`config.mk`:
```
export PLATFORM = sky130hd
export DESIGN_NAME = operand_forward_unit
export DESIGN_NICKNAME = d
export VERILOG_FILES = /design/src/rtl/operand_forward_unit.sv
export SDC_FILE = /design/constraint.sdc
export NUM_CORES = 1
export LEC_CHECK = 0
export ABC_AREA = 1
export BUFFER_PORTS_ARGS = -buffer_cell sky130_fd_sc_hd__buf_2
export CAP_MARGIN = 25
export CORE_ASPECT_RATIO = 1.2
export CORE_MARGIN = 2
export CORE_UTILIZATION = 40
export DETAILED_ROUTE_END_ITERATION = 8
export GPL_ROUTABILITY_DRIVEN = 0
export PLACE_DENSITY = 0.67
export SLEW_MARGIN = 25
export SYNTH_ARGS = -nofsm -noshare
export SYNTH_HDL_FRONTEND = slang
export SYNTH_SLANG_ARGS = --single-unit
```
`constraint.sdc`:
```
create_clock -name clk -period 2.3 [get_ports clk]
set_clock_uncertainty 0.1 [all_clocks]
set_input_delay 0.345 -clock clk [delete_from_list [all_inputs] [get_ports clk]]
set_output_delay 0.345 -clock clk [all_outputs]
set_load 0.1 [all_outputs]
```
`src/rtl/operand_forward_unit.sv`:
```
// EX-stage ALU source selector: tracks destination tags of the instructions ahead of EX,
// forwards the youngest matching result, and requests a one-cycle stall on load-use.
module operand_forward_unit #(
    parameter int DATA_W   = 16,
    parameter int ADDR_W   = 3,
    parameter int STAGES   = 2,
    parameter int ALU_OP_W = 4,
    parameter int STG_W    = (STAGES > 1) ? $clog2(STAGES) : 1
) (
    input  logic                     clk,
    input  logic                     rst,
    input  logic                     pipe_hold,
    input  logic                     ex_valid,
    input  logic                     ex_src_used,
    input  logic [ADDR_W-1:0]        ex_src_addr,
    input  logic [ADDR_W-1:0]        ex_dst_addr,
    input  logic                     ex_wb_en,
    input  logic                     ex_is_load,
    input  logic                     ex_imm,
    input  logic [ALU_OP_W-1:0]      ex_alu_op,
    input  logic [DATA_W-1:0]        immediate,
    input  logic                     in_port_sig,
    input  logic [DATA_W-1:0]        in_port_data,
    input  logic [DATA_W-1:0]        rf_data,
    input  logic [STAGES*DATA_W-1:0] stage_data,
    output logic [DATA_W-1:0]        operand,
    output logic [1:0]               src_kind,
    output logic [STG_W-1:0]         fwd_stage,
    output logic                     stall,
    output logic [15:0]              fwd_cnt,
    output logic [15:0]              stall_cnt
);

    localparam logic [1:0] KIND_RF   = 2'b00;
    localparam logic [1:0] KIND_FWD  = 2'b01;
    localparam logic [1:0] KIND_IMM  = 2'b10;
    localparam logic [1:0] KIND_PORT = 2'b11;

    localparam logic [ALU_OP_W-1:0] OP_IMM_ELSEWHERE_A = ALU_OP_W'(4'b1011);
    localparam logic [ALU_OP_W-1:0] OP_IMM_ELSEWHERE_B = ALU_OP_W'(4'b1100);

    // Tag k describes the producer whose result is on stage_data slice k.
    logic [STAGES-1:0] tag_valid_q;
    logic [STAGES-1:0] tag_load_q;
    logic [ADDR_W-1:0] tag_addr_q [STAGES];

    logic [15:0] fwd_cnt_q, fwd_cnt_d;
    logic [15:0] stall_cnt_q, stall_cnt_d;

    logic              imm_sel;
    logic [STAGES-1:0] match;
    logic              fwd_hit;
    logic [STG_W-1:0]  fwd_idx;
    logic              stall_c;

    always_comb begin
        imm_sel = ex_imm && (ex_alu_op != OP_IMM_ELSEWHERE_A) && (ex_alu_op != OP_IMM_ELSEWHERE_B);
        for (int k = 0; k < STAGES; k++) begin
            match[k] = tag_valid_q[k] && (tag_addr_q[k] == ex_src_addr) && ex_valid && ex_src_used;
        end
        stall_c = match[0] && tag_load_q[0] && !in_port_sig && !imm_sel;
    end

    // Scan oldest to youngest so the lowest matching slice is the one left standing.
    always_comb begin
        fwd_hit = 1'b0;
        fwd_idx = '0;
        for (int k = STAGES - 1; k >= 0; k--) begin
            if (match[k]) begin
                fwd_hit = 1'b1;
                fwd_idx = STG_W'(k);
            end
        end
    end

    always_comb begin
        operand   = rf_data;
        src_kind  = KIND_RF;
        fwd_stage = '0;
        if (in_port_sig) begin
            operand  = in_port_data;
            src_kind = KIND_PORT;
        end else if (imm_sel) begin
            operand  = immediate;
            src_kind = KIND_IMM;
        end else if (stall_c) begin
            operand  = rf_data;
            src_kind = KIND_RF;
        end else if (fwd_hit) begin
            operand   = stage_data[fwd_idx*DATA_W +: DATA_W];
            src_kind  = KIND_FWD;
            fwd_stage = fwd_idx;
        end
    end

    always_comb begin
        fwd_cnt_d   = fwd_cnt_q;
        stall_cnt_d = stall_cnt_q;
        if (src_kind == KIND_FWD && fwd_cnt_q != 16'hFFFF) begin
            fwd_cnt_d = fwd_cnt_q + 16'd1;
        end
        if (stall_c && stall_cnt_q != 16'hFFFF) begin
            stall_cnt_d = stall_cnt_q + 16'd1;
        end
    end

    always_ff @(posedge clk) begin
        if (rst) begin
            tag_valid_q <= '0;
            tag_load_q  <= '0;
            for (int k = 0; k < STAGES; k++) begin
                tag_addr_q[k] <= '0;
            end
            fwd_cnt_q   <= '0;
            stall_cnt_q <= '0;
        end else if (!pipe_hold) begin
            // A stalled EX instruction is re-presented next cycle, so a bubble enters here.
            tag_valid_q[0] <= stall_c ? 1'b0 : (ex_valid && ex_wb_en);
            tag_load_q[0]  <= stall_c ? 1'b0 : ex_is_load;
            tag_addr_q[0]  <= ex_dst_addr;
            for (int k = 1; k < STAGES; k++) begin
                tag_valid_q[k] <= tag_valid_q[k-1];
                tag_load_q[k]  <= tag_load_q[k-1];
                tag_addr_q[k]  <= tag_addr_q[k-1];
            end
            fwd_cnt_q   <= fwd_cnt_d;
            stall_cnt_q <= stall_cnt_d;
        end
    end

    assign stall     = stall_c;
    assign fwd_cnt   = fwd_cnt_q;
    assign stall_cnt = stall_cnt_q;

endmodule

```
==> results of run 1 <==
timing repair:
action                     in CTS  in global routing
buffers inserted                0                 11
gates cloned                    0                  4
pin swaps                       0                 35
setup endpoints to repair      16                 17
resized for setup               0                 53
hold buffers                    0                  0
flip-flops by register name, indices dropped and copies added, names as in the netlist:
register / flops
fwd_cnt: 16
stall_cnt: 16
tag_addr_q: 6
tag_valid_q: 2
tag_load_q: 1
power by group through the flow:
| stage | registers (mW) | logic (mW) | clock network, mW |
|---|---|---|---|
| after global placement | 0.760 | 0.701 | 0 |
| final | 0.745 | 0.748 | 0.595 |
| after detailed placement | 0.761 | 0.706 | 0 |
| after CTS | 0.744 | 0.708 | 0.611 |
| after global routing | 0.747 | 0.789 | 0.631 |
| after floorplan | 0.764 | 0.434 | 0 |
area by class of cell:
class                   count  area, µm²
repair buffers            178       1340
multi-input cells         426       2410
clock inverters             3       46.3
well taps                  92        115
flip-flops and latches     41        886
fillers                   699       2640
clock buffers               5       68.8
inverters                  47        200
worst max-delay path: stages (launching register included):
cell and delay, ps:
edfxtp_1 420, nand2_1 100, nand2_2 70, nor2_4 170, nand2_4 90, nand2_4 90, inv_4 40, nor2_4 210
clkbuf_16 210, nand2_1 60, nand3_1 80, nand2_2 70, clkinvlp_4 80, buf_12 160
cells by family (layout without fill, tap and decap cells):
kind of cell             Yosys count  in the layout  share of synthesized area (%)
AND/OR/NAND/NOR                  356            357                           49.1
buffers and inverters             64            233                           8.88
AO/OA/AOI/OAI                     49             49                           8.45
adder cells (fa/ha/maj)            2              2                          0.789
XOR/XNOR                          18             18                           4.97
flip-flops                        41             41                           27.8
cell usage after synthesis (2+ instances only):
library cell / count / area, µm²
nand2_4: 5 / 56.3
nor2_4: 5 / 56.3
nor2_1: 78 / 293
inv_1: 41 / 154
o211ai_1: 5 / 37.5
xor2_1: 9 / 78.8
xnor2_1: 9 / 78.8
buf_4: 2 / 15.0
o21ai_0: 8 / 40.0
inv_2: 4 / 15.0
dfxtp_1: 35 / 701
clkbuf_1: 7 / 26.3
buf_2: 5 / 25.0
nand3_1: 68 / 340
nand2_1: 179 / 672
ha_1: 2 / 25.0
nand3_2: 3 / 30.0
buf_6: 3 / 33.8
edfxtp_1: 6 / 180
nand4_1: 10 / 62.6
a21oi_1: 33 / 165
nor3_1: 3 / 15.0
nand2_2: 3 / 18.8
layer usage:
metal,vias to the layer above,part of all wire (%)
met5,-,0.13
met1,1830,40
met4,2,2.0
met2,155,51
li1,2035,-
met3,23,7.1
worst paths after layout:
kind	startpoint	end	slack, ps
setup reg to reg	tag_addr_q[0][1]	stall_cnt[8]	280
hold reg to reg	stall_cnt[2]	stall_cnt[2]	380
hold / removal	ex_dst_addr[1]	tag_addr_q[0][1]	240
setup / recovery	tag_addr_q[0][1]	operand[3]	-290
==> impl_metrics.py, run 1 <==
metrics = {
    "run_status": {
        "outcome": "finished, violations left",
        "violations": "setup timing",
    },
    "final_layout": {
        "final_core_util_pct": 65.7,
        "fin_nets": 800,
        "stdcell_count": 792,
        "final_cell_area_um2": 5070,
        "final_cell_mix": "139 x nand2_1, 130 x buf_2, 75 x nor2_1, 55 x nand3_1, 35 x inv_1",
        "syn2layout_area_growth_pct": 59.8,
        "final_common_cell": "nand2_1",
        "antenna_cells": 0,
        "drive_gt1_share_pct": 39.7,
    },
    "synthesis": {
        "avgSynthCellArea_um2": 5.98,
        "synth_warnings": 0,
        "synth-edff-count": 6,
        "synth_sequential_area_ratio_pct": 27.8,
        "async_flop_share_pct": 0,
        "ys.flop_type": "dfxtp_1",
        "postSynthCellCount": 530,
        "syn_nets": 631,
        "syn_area_um2": 3170,
        "synthDistinctLibCells": 30,
        "ys_ff_latch": 41,
    },
    "floorplanning": {
        "fp-row-count": 35,
        "fp.coreArea_um2": 7710,
        "dieArea_um2": 8660,
        "die_y_um": 102,
        "io_pins": 151,
        "die_w_um": 85.3,
        "start_util_pct": 41.1,
    },
    "global_route": {
        "antenna_found_initial": 1,
        "grt_overflow": 0,
        "grt_pass1_vias": 3614,
        "grt_use_total_pct": 23.0,
        "use_met2_pct": 42.0,
        "busiest_layer": "met2",
        "grt_pass1_wl_um": 16500,
        "grt_use_met1_pct": 27.3,
        "use_met3_pct": 4.16,
        "grt_max_degree": 26,
    },
    "timing": {
        "hold_violations": 0,
        "period_share_pct": 113,
        "maxSlewViolCount": 0,
        "slew_headroom_pct": 67.1,
        "fin_ws_ps": -294,
        "setup_viol_count_final": 16,
        "fmax_mhz": 386,
        "whs_ps": 245,
        "min_period_ps": 2590,
        "worst-slew-pin-transition_ps": 496,
        "rsz0062_at_grt": "true",
        "tns_ps": -4280,
    },
    "clocking": {
        "clock_sinks": 41,
        "cts_buffers": 5,
        "cts_buffer_depth": 2,
        "cts_tree": "built",
        "clock_latency_ps": 300,
        "cts.clk_slew.worst_paths_ps": 90,
        "htree_levels": 2,
        "cts-root-buf": "clkbuf_8",
    },
    "worst_hold_path": {
        "hp-class": "in2reg",
        "hold_depth": 3,
    },
    "power": {
        "total_power_mw": 2.09,
        "irDropWorstVdd_mv": 0.382,
        "power_density_nw_per_um2": 412,
        "p_comb_share_pct": 35.8,
        "switchingPower_uw": 748,
        "switching_share_pct": 35.8,
        "p_clk_share_pct": 28.5,
        "internal_power_mw": 1.34,
        "p_leak_nw": 2.33,
        "power_frac_seq_pct": 35.7,
    },
    "placed_design": {
        "dp_hpwl_um": 8250,
        "place_area_um2": 4610,
        "dp_slack_ps": 18.8,
        "portBuffers": 150,
        "placedCellCount": 769,
    },
    "worst_setup_path": {
        "critical_path_required_ps": 1860,
        "ff2ff_path_depth": 10,
        "worstSetupPathType": "reg2out",
        "crit_path_start_kind": "register",
        "critPathMaxFanout": 5,
        "arrival_ps": 2150,
        "critical_path.endpoint_type": "primary output",
    },
    "run": {
        "cap_violations": 0,
    },
    "detailed_routing": {
        "dr_total_vias": 4045,
        "routed_wl_um": 10900,
        "drc": 0,
        "first_pass_iters": 4,
        "ant_nets": 0,
        "routed_via_density": 5.11,
        "initialDrtViolationCount": 101,
        "post_drt_wl_per_cell_um": 13.8,
    },
}
No activity file was read; power rests on OpenSTA's default activity.
==> run 2: changes to the inputs <==
--- a/config.mk
+++ b/config.mk
@@ -5,15 +5,15 @@
 export SDC_FILE = /design/constraint.sdc
 export NUM_CORES = 1
 export LEC_CHECK = 0
-export ABC_AREA = 1
 export BUFFER_PORTS_ARGS = -buffer_cell sky130_fd_sc_hd__buf_2
 export CAP_MARGIN = 25
 export CORE_ASPECT_RATIO = 1.2
 export CORE_MARGIN = 2
 export CORE_UTILIZATION = 40
+export CTS_BUF_LIST = sky130_fd_sc_hd__clkbuf_4 sky130_fd_sc_hd__clkbuf_8 sky130_fd_sc_hd__clkbuf_16
 export DETAILED_ROUTE_END_ITERATION = 8
 export GPL_ROUTABILITY_DRIVEN = 0
-export PLACE_DENSITY = 0.67
+export PLACE_DENSITY = 0.68
 export SLEW_MARGIN = 25
 export SYNTH_ARGS = -nofsm -noshare
 export SYNTH_HDL_FRONTEND = slang
==> impl_metrics.py, run 2 <==
metrics = {
    "power": {
        "power_density_nw_per_um2": 414,
        "power_frac_seq_pct": 34.2,
        "p_leak_nw": 2.15,
        "switchingPower_uw": 700,
        "irDropWorstVdd_mv": 0.437,
        "p_clk_share_pct": 32.5,
        "internal_power_mw": 1.44,
        "p_comb_share_pct": 33.3,
        "switching_share_pct": 32.6,
    },
    "worst_setup_path": {
        "max_stage_delay_ps": 570,
        "arrival_ps": 2620,
        "worstSetupPathType": "reg2out",
        "cp_slowest_cell": "or4_4",
        "worstSetupStartpoint": "tag_addr_q[0][0]",
        "rrSetupSlack_ps": -390,
        "critical_path.endpoint_type": "primary output",
        "path_cells": "xor2_1 > or4_4 > mux2_4 > and2_4 > buf_6 > a221oi_4 > buf_12",
        "r2r-start": "tag_addr_q[0][0]",
        "critical_path_required_ps": 1860,
        "critPathMaxFanout": 6,
        "crit_path_start_kind": "register",
    },
    "synthesis": {
        "ys.flop_type": "dfxtp_1",
        "synth.top_cells.by_count": "35 x dfxtp_1, 32 x a21oi_1, 28 x nor2_1",
        "synth_warnings": 0,
        "yosys.area.top_type_share_pct": 23.8,
        "synth.most_common_cell": "dfxtp_1",
        "postSynthCellCount": 376,
        "async_flop_share_pct": 0,
        "syn_area_um2": 2940,
        "synth_sequential_area_ratio_pct": 29.9,
        "ys_ff_latch": 41,
        "synth_area_leaders": "dfxtp_1 24%, edfxtp_1 6.1%, mux2_2 5.7%",
        "syn_nets": 477,
        "synth-edff-count": 6,
        "synthDistinctLibCells": 48,
        "yosys.area.top_type": "dfxtp_1",
        "avgSynthCellArea_um2": 7.83,
    },
    "run_status": {
        "outcome": "finished, violations left",
        "violations": "setup timing",
    },
    "detailed_routing": {
        "first_pass_iters": 4,
        "post_drt_wl_per_cell_um": 16.5,
        "ant_nets": 0,
        "drc": 0,
        "initialDrtViolationCount": 102,
        "routed_via_density": 5.66,
        "routed_wl_um": 10800,
        "dr_total_vias": 3702,
    },
    "placed_design": {
        "place_area_um2": 4650,
        "dp_hpwl_um": 8080,
        "portBuffers": 150,
    },
    "global_route": {
        "grt_use_total_pct": 25.8,
        "grt_overflow": 0,
        "grt_max_degree": 37,
        "grt_pass1_vias": 3593,
        "antenna_found_initial": 1,
        "grt_pass1_wl_um": 16700,
    },
    "floorplanning": {
        "dieArea_um2": 8060,
        "fp-row-count": 34,
        "fp.coreArea_um2": 7190,
        "io_pins": 151,
        "die_w_um": 82.3,
        "start_util_pct": 40.9,
        "die_y_um": 98.0,
    },
    "timing": {
        "fmax_mhz": 326,
        "period_share_pct": 133,
        "min_period_ps": 3060,
        "rsz0062_at_grt": "true",
        "setup_viol_count_final": 42,
        "fin_ws_ps": -763,
        "hold_violations": 0,
        "maxSlewViolCount": 0,
        "worst-slew-pin-transition_ps": 590,
        "slew_headroom_pct": 60.4,
        "whs_ps": 229,
    },
    "clocking": {
        "cts_buffers": 5,
        "holdBufCountCts": 0,
        "clock_sinks": 41,
        "clock_latency_ps": 300,
        "htree_levels": 2,
        "cts-root-buf": "clkbuf_8",
        "cts.clk_slew.worst_paths_ps": 80,
        "cts_buffer_depth": 2,
        "cts_tree": "built",
    },
    "final_layout": {
        "final_cell_area_um2": 5170,
        "final_common_cell": "buf_2",
        "syn2layout_area_growth_pct": 75.9,
        "final_cell_mix": "131 x buf_2, 41 x buf_4, 27 x nand2_1, 27 x a21oi_1, 25 x nor2_1",
        "fin_nets": 663,
        "drive_gt1_share_pct": 56.1,
    },
    "run": {
        "cap_violations": 0,
    },
    "worst_hold_path": {
        "hold_start": "ex_dst_addr[0]",
        "hp-class": "in2reg",
    },
}
[run 2: cell types whose count changed after synthesis, sizes merged, moves of 9 or more]
cell | before | now
clkbuf | 7 | 22
and2 | 0 | 9
inv | 45 | 11
nor2 | 84 | 28
nand2 | 187 | 27
or4 | 0 | 20
mux2 | 0 | 16
o31ai | 0 | 17
nand2b | 0 | 9
nand3 | 71 | 18
nor2b | 0 | 17
xnor2 | 9 | 0
[run 2: worst paths after layout]
path | endpoint | cells past startpoint
max | operand[3] | 7
min | tag_addr_q[0][0] | 2
max reg2reg | fwd_cnt[0] | 8
min reg2reg | stall_cnt[10] | 2
[run 2: cell families after synthesis]
kind of cell    synth area share [%]
xor+xnor                        1.79
fa+ha+maj                      0.850
compound gates                  21.5
flops                           29.9
buf+inv                         4.72
simple gates                    33.2
mux                             7.95
[run 2: worst max-delay path, delay by kind of cell, from the launching register on]
kind	cells	cell delay, ps
AO/OA/AOI/OAI	1	320
XOR/XNOR	1	190
buffers and inverters	2	330
flip-flops	1	410
multiplexers	1	330
AND/OR/NAND/NOR	2	740
[run 2: cell type report]
class	instances	area, µm²
multi-input combinational	300	2430
fill	555	2010
timing repair buffer	203	1520
sequential	41	935
tap	90	113
clock buffer	5	68.8
clock inverter	3	65.1
inverter	11	48.8
antenna	1	2.50
[run 2: metrics by stage]
stage	setup slack [ps]	total power [mW]	cells	utilization (%)	TNS [ps]
2_1_floorplan	-900	1.16	376	-	-9800
3_3_place_gp	-694	1.41	635	64.6	-16010
3_5_place_dp	-750	1.42	635	64.6	-18060
4_1_cts	-771	2.14	651	70.5	-15860
5_1_grt	-828	2.21	653	71.9	-19270
6_report	-763	2.14	654	72.0	-15820
[run 2: power groups by stage]
stage	combinational [mW]	sequential (mW)	clock [mW]
floorplan	0.416	0.749	0
CTS	0.705	0.733	0.702
finish	0.713	0.733	0.697
detailed placement	0.674	0.750	0
global placement	0.663	0.750	0
global route	0.748	0.735	0.728
[run 2: timing repair]
action                                  CTS  global route
setup buffers                             7             2
gates resized for setup                  48            21
endpoints found under the setup margin   45            49
gates cloned                              2             0
pin swaps                                24             4
[run 2: routing by layer]
layer / GRT usage [%] / part of all wire [%] / up-vias
li1: - / - / 1802
met1: 29.5 / 39 / 1741
met2: 46.2 / 51 / 140
met3: 5.82 / 7.7 / 17
met4: 7.95 / 1.7 / 2
met5: 0 / 0.15 / -
==> run 3: changes to the inputs <==
--- a/config.mk
+++ b/config.mk
@@ -7,13 +7,15 @@
 export LEC_CHECK = 0
 export BUFFER_PORTS_ARGS = -buffer_cell sky130_fd_sc_hd__buf_2
 export CAP_MARGIN = 25
+export CELL_PAD_IN_SITES_DETAIL_PLACEMENT = 1
+export CELL_PAD_IN_SITES_GLOBAL_PLACEMENT = 2
 export CORE_ASPECT_RATIO = 1.2
 export CORE_MARGIN = 2
-export CORE_UTILIZATION = 40
+export CORE_UTILIZATION = 24
 export CTS_BUF_LIST = sky130_fd_sc_hd__clkbuf_4 sky130_fd_sc_hd__clkbuf_8 sky130_fd_sc_hd__clkbuf_16
 export DETAILED_ROUTE_END_ITERATION = 8
 export GPL_ROUTABILITY_DRIVEN = 0
-export PLACE_DENSITY = 0.68
+export PLACE_DENSITY = 0.76
 export SLEW_MARGIN = 25
 export SYNTH_ARGS = -nofsm -noshare
 export SYNTH_HDL_FRONTEND = slang
==> impl_metrics.py, run 3 (synthesis gave the netlist of run 2 again) <==
metrics = {
    "run_status": {
        "outcome": "finished, violations left",
        "violations": "setup timing",
    },
    "worst_setup_path": {
        "critical_path.endpoint_type": "primary output",
        "path_cells": "xor2_1 > or4_4 > mux2_4 > and2_4 > buf_6 > a221oi_4 > buf_12",
        "crit_path_start_kind": "register",
        "timing.rr.end": "fwd_cnt[4]",
        "critical_path_required_ps": 1860,
        "rrSetupSlack_ps": -460,
        "max_stage_delay_ps": 580,
        "cp_slowest_cell": "or4_4",
        "cp_top_family": "simple AND/OR/NAND/NOR gates",
        "critPathMaxFanout": 6,
        "r2r-start": "tag_addr_q[0][0]",
        "crit_path_end": "operand[4]",
        "crit_buf_inv": 2,
        "worstSetupStartpoint": "tag_addr_q[0][0]",
        "arrival_ps": 2640,
        "worstSetupPathType": "reg2out",
        "crit_cells": 7,
        "ff2ff_path_depth": 8,
    },
    "placed_design": {
        "placedCellCount": 717,
        "place_area_um2": 4820,
        "portBuffers": 150,
        "dp_hpwl_um": 9540,
    },
    "timing": {
        "setup_viol_count_final": 48,
        "slew_headroom_pct": 54.6,
        "fmax_mhz": 324,
        "whs_ps": 236,
        "worst-slew-pin-transition_ps": 677,
        "hold_violations": 0,
        "min_period_ps": 3090,
        "fin_ws_ps": -786,
        "maxSlewViolCount": 0,
        "period_share_pct": 134,
        "rsz0062_at_grt": "true",
    },
    "global_route": {
        "grt_max_degree": 36,
        "antenna_found_initial": 1,
        "grt_pass1_wl_um": 20600,
        "grt_pass1_vias": 4082,
        "grt_overflow": 0,
        "grt_use_total_pct": 19.3,
    },
    "final_layout": {
        "fin_nets": 685,
        "fill_cells": 1430,
        "final_cell_mix": "131 x buf_2, 49 x buf_4, 27 x nand2_1, 26 x buf_12, 25 x nor2_1",
        "stdcell_count": 746,
        "final_common_cell": "buf_2",
        "final_cell_area_um2": 5650,
        "antenna_cells": 0,
        "drive_gt1_share_pct": 59.1,
        "syn2layout_area_growth_pct": 92.1,
    },
    "detailed_routing": {
        "routed_wl_um": 13100,
        "routed_via_density": 5.17,
        "ant_nets": 0,
        "post_drt_wl_per_cell_um": 17.6,
        "initialDrtViolationCount": 126,
        "dr_total_vias": 3857,
        "drc": 0,
        "first_pass_iters": 4,
    },
    "clocking": {
        "cts_buffers": 5,
        "clock_sinks": 41,
        "cts-root-buf": "clkbuf_16",
        "cts.clk_slew.worst_paths_ps": 60,
        "clock_latency_ps": 290,
        "cts_tree": "built",
        "cts_buffer_depth": 2,
        "holdBufCountCts": 0,
        "htree_levels": 2,
    },
    "power": {
        "power_density_nw_per_um2": 425,
        "p_clk_share_pct": 38.4,
        "internal_power_mw": 1.65,
        "irDropWorstVdd_mv": 0.328,
        "p_leak_nw": 2.34,
        "total_power_mw": 2.40,
        "p_comb_share_pct": 31.0,
        "power_frac_seq_pct": 30.6,
        "switching_share_pct": 31.1,
        "switchingPower_uw": 747,
    },
    "floorplanning": {
        "fp-row-count": 44,
        "io_pins": 151,
        "dieArea_um2": 13200,
        "start_util_pct": 24.4,
        "die_w_um": 105,
        "fp.coreArea_um2": 12100,
        "die_y_um": 125,
    },
    "run": {
        "cap_violations": 0,
    },
    "worst_hold_path": {
        "hp-class": "in2reg",
    },
}
[run 3: cell count changes in the layout (fill, tap and decap cells not counted), moves of 2 or more]
cell and delta:
mux2_4 +3, clkbuf_16 +6, buf_16 +2, buf_12 +6
nor3_1 -2, buf_6 +7, clkbuf_8 -5, mux2_2 -3
buf_4 +8, a21oi_1 -5, a21oi_2 +6
[run 3: how the worst min path moves through the flow]
stage	startpoint	endpoint	slack (ps)	depth (start not counted)
after CTS	ex_dst_addr[1]	tag_addr_q[0][1]	230	2
after global routing	ex_dst_addr[1]	tag_addr_q[0][1]	230	2
final	ex_dst_addr[1]	tag_addr_q[0][1]	240	2
after floorplan	tag_valid_q[0]	tag_valid_q[0]	360	2
after global placement	stall_cnt[10]	stall_cnt[10]	370	2
after detailed placement	fwd_cnt[14]	fwd_cnt[14]	390	2
[run 3: metrics by stage]
stage / worst slack (ps) / util, % / setup TNS, ps
after floorplan: -900 / - / -9800
after global placement: -769 / 40.0 / -18220
after detailed placement: -797 / 40.0 / -20030
after CTS: -805 / 45.8 / -20190
after global routing: -849 / 46.9 / -23920
final: -786 / 46.9 / -19640
[run 3: final cells by class]
type	instances	area (µm²)	area share, %
multi-input combinational	300	2470	43.7
tap	161	201	3.56
inverter	11	48.8	0.863
timing repair buffer	225	1810	32.0
clock buffer	5	125	2.21
clock inverter	3	65.1	1.15
sequential	41	935	16.5
[run 3: power groups by stage]
stage	clock [mW]	combinational, mW	sequential (mW)
finish	0.922	0.743	0.735
global route	0.977	0.780	0.736
CTS	0.943	0.735	0.735
detailed placement	0	0.695	0.751
global placement	0	0.686	0.750
floorplan	0	0.416	0.749
[run 3: per-layer routing]
layer	track usage, %	wire length, µm	vias up
met3	3.75	665	14
met2	36.2	6950	131
met1	22.3	5270	1864
li1	-	-	1846
met5	0	13	-
met4	4.86	196	2
[run 3: what timing repair did]
item,in CTS,in global routing
pin swaps,41,17
gates resized for setup,73,22
cloned,3,1
endpoints found under the setup margin,46,51
buffers inserted,16,2
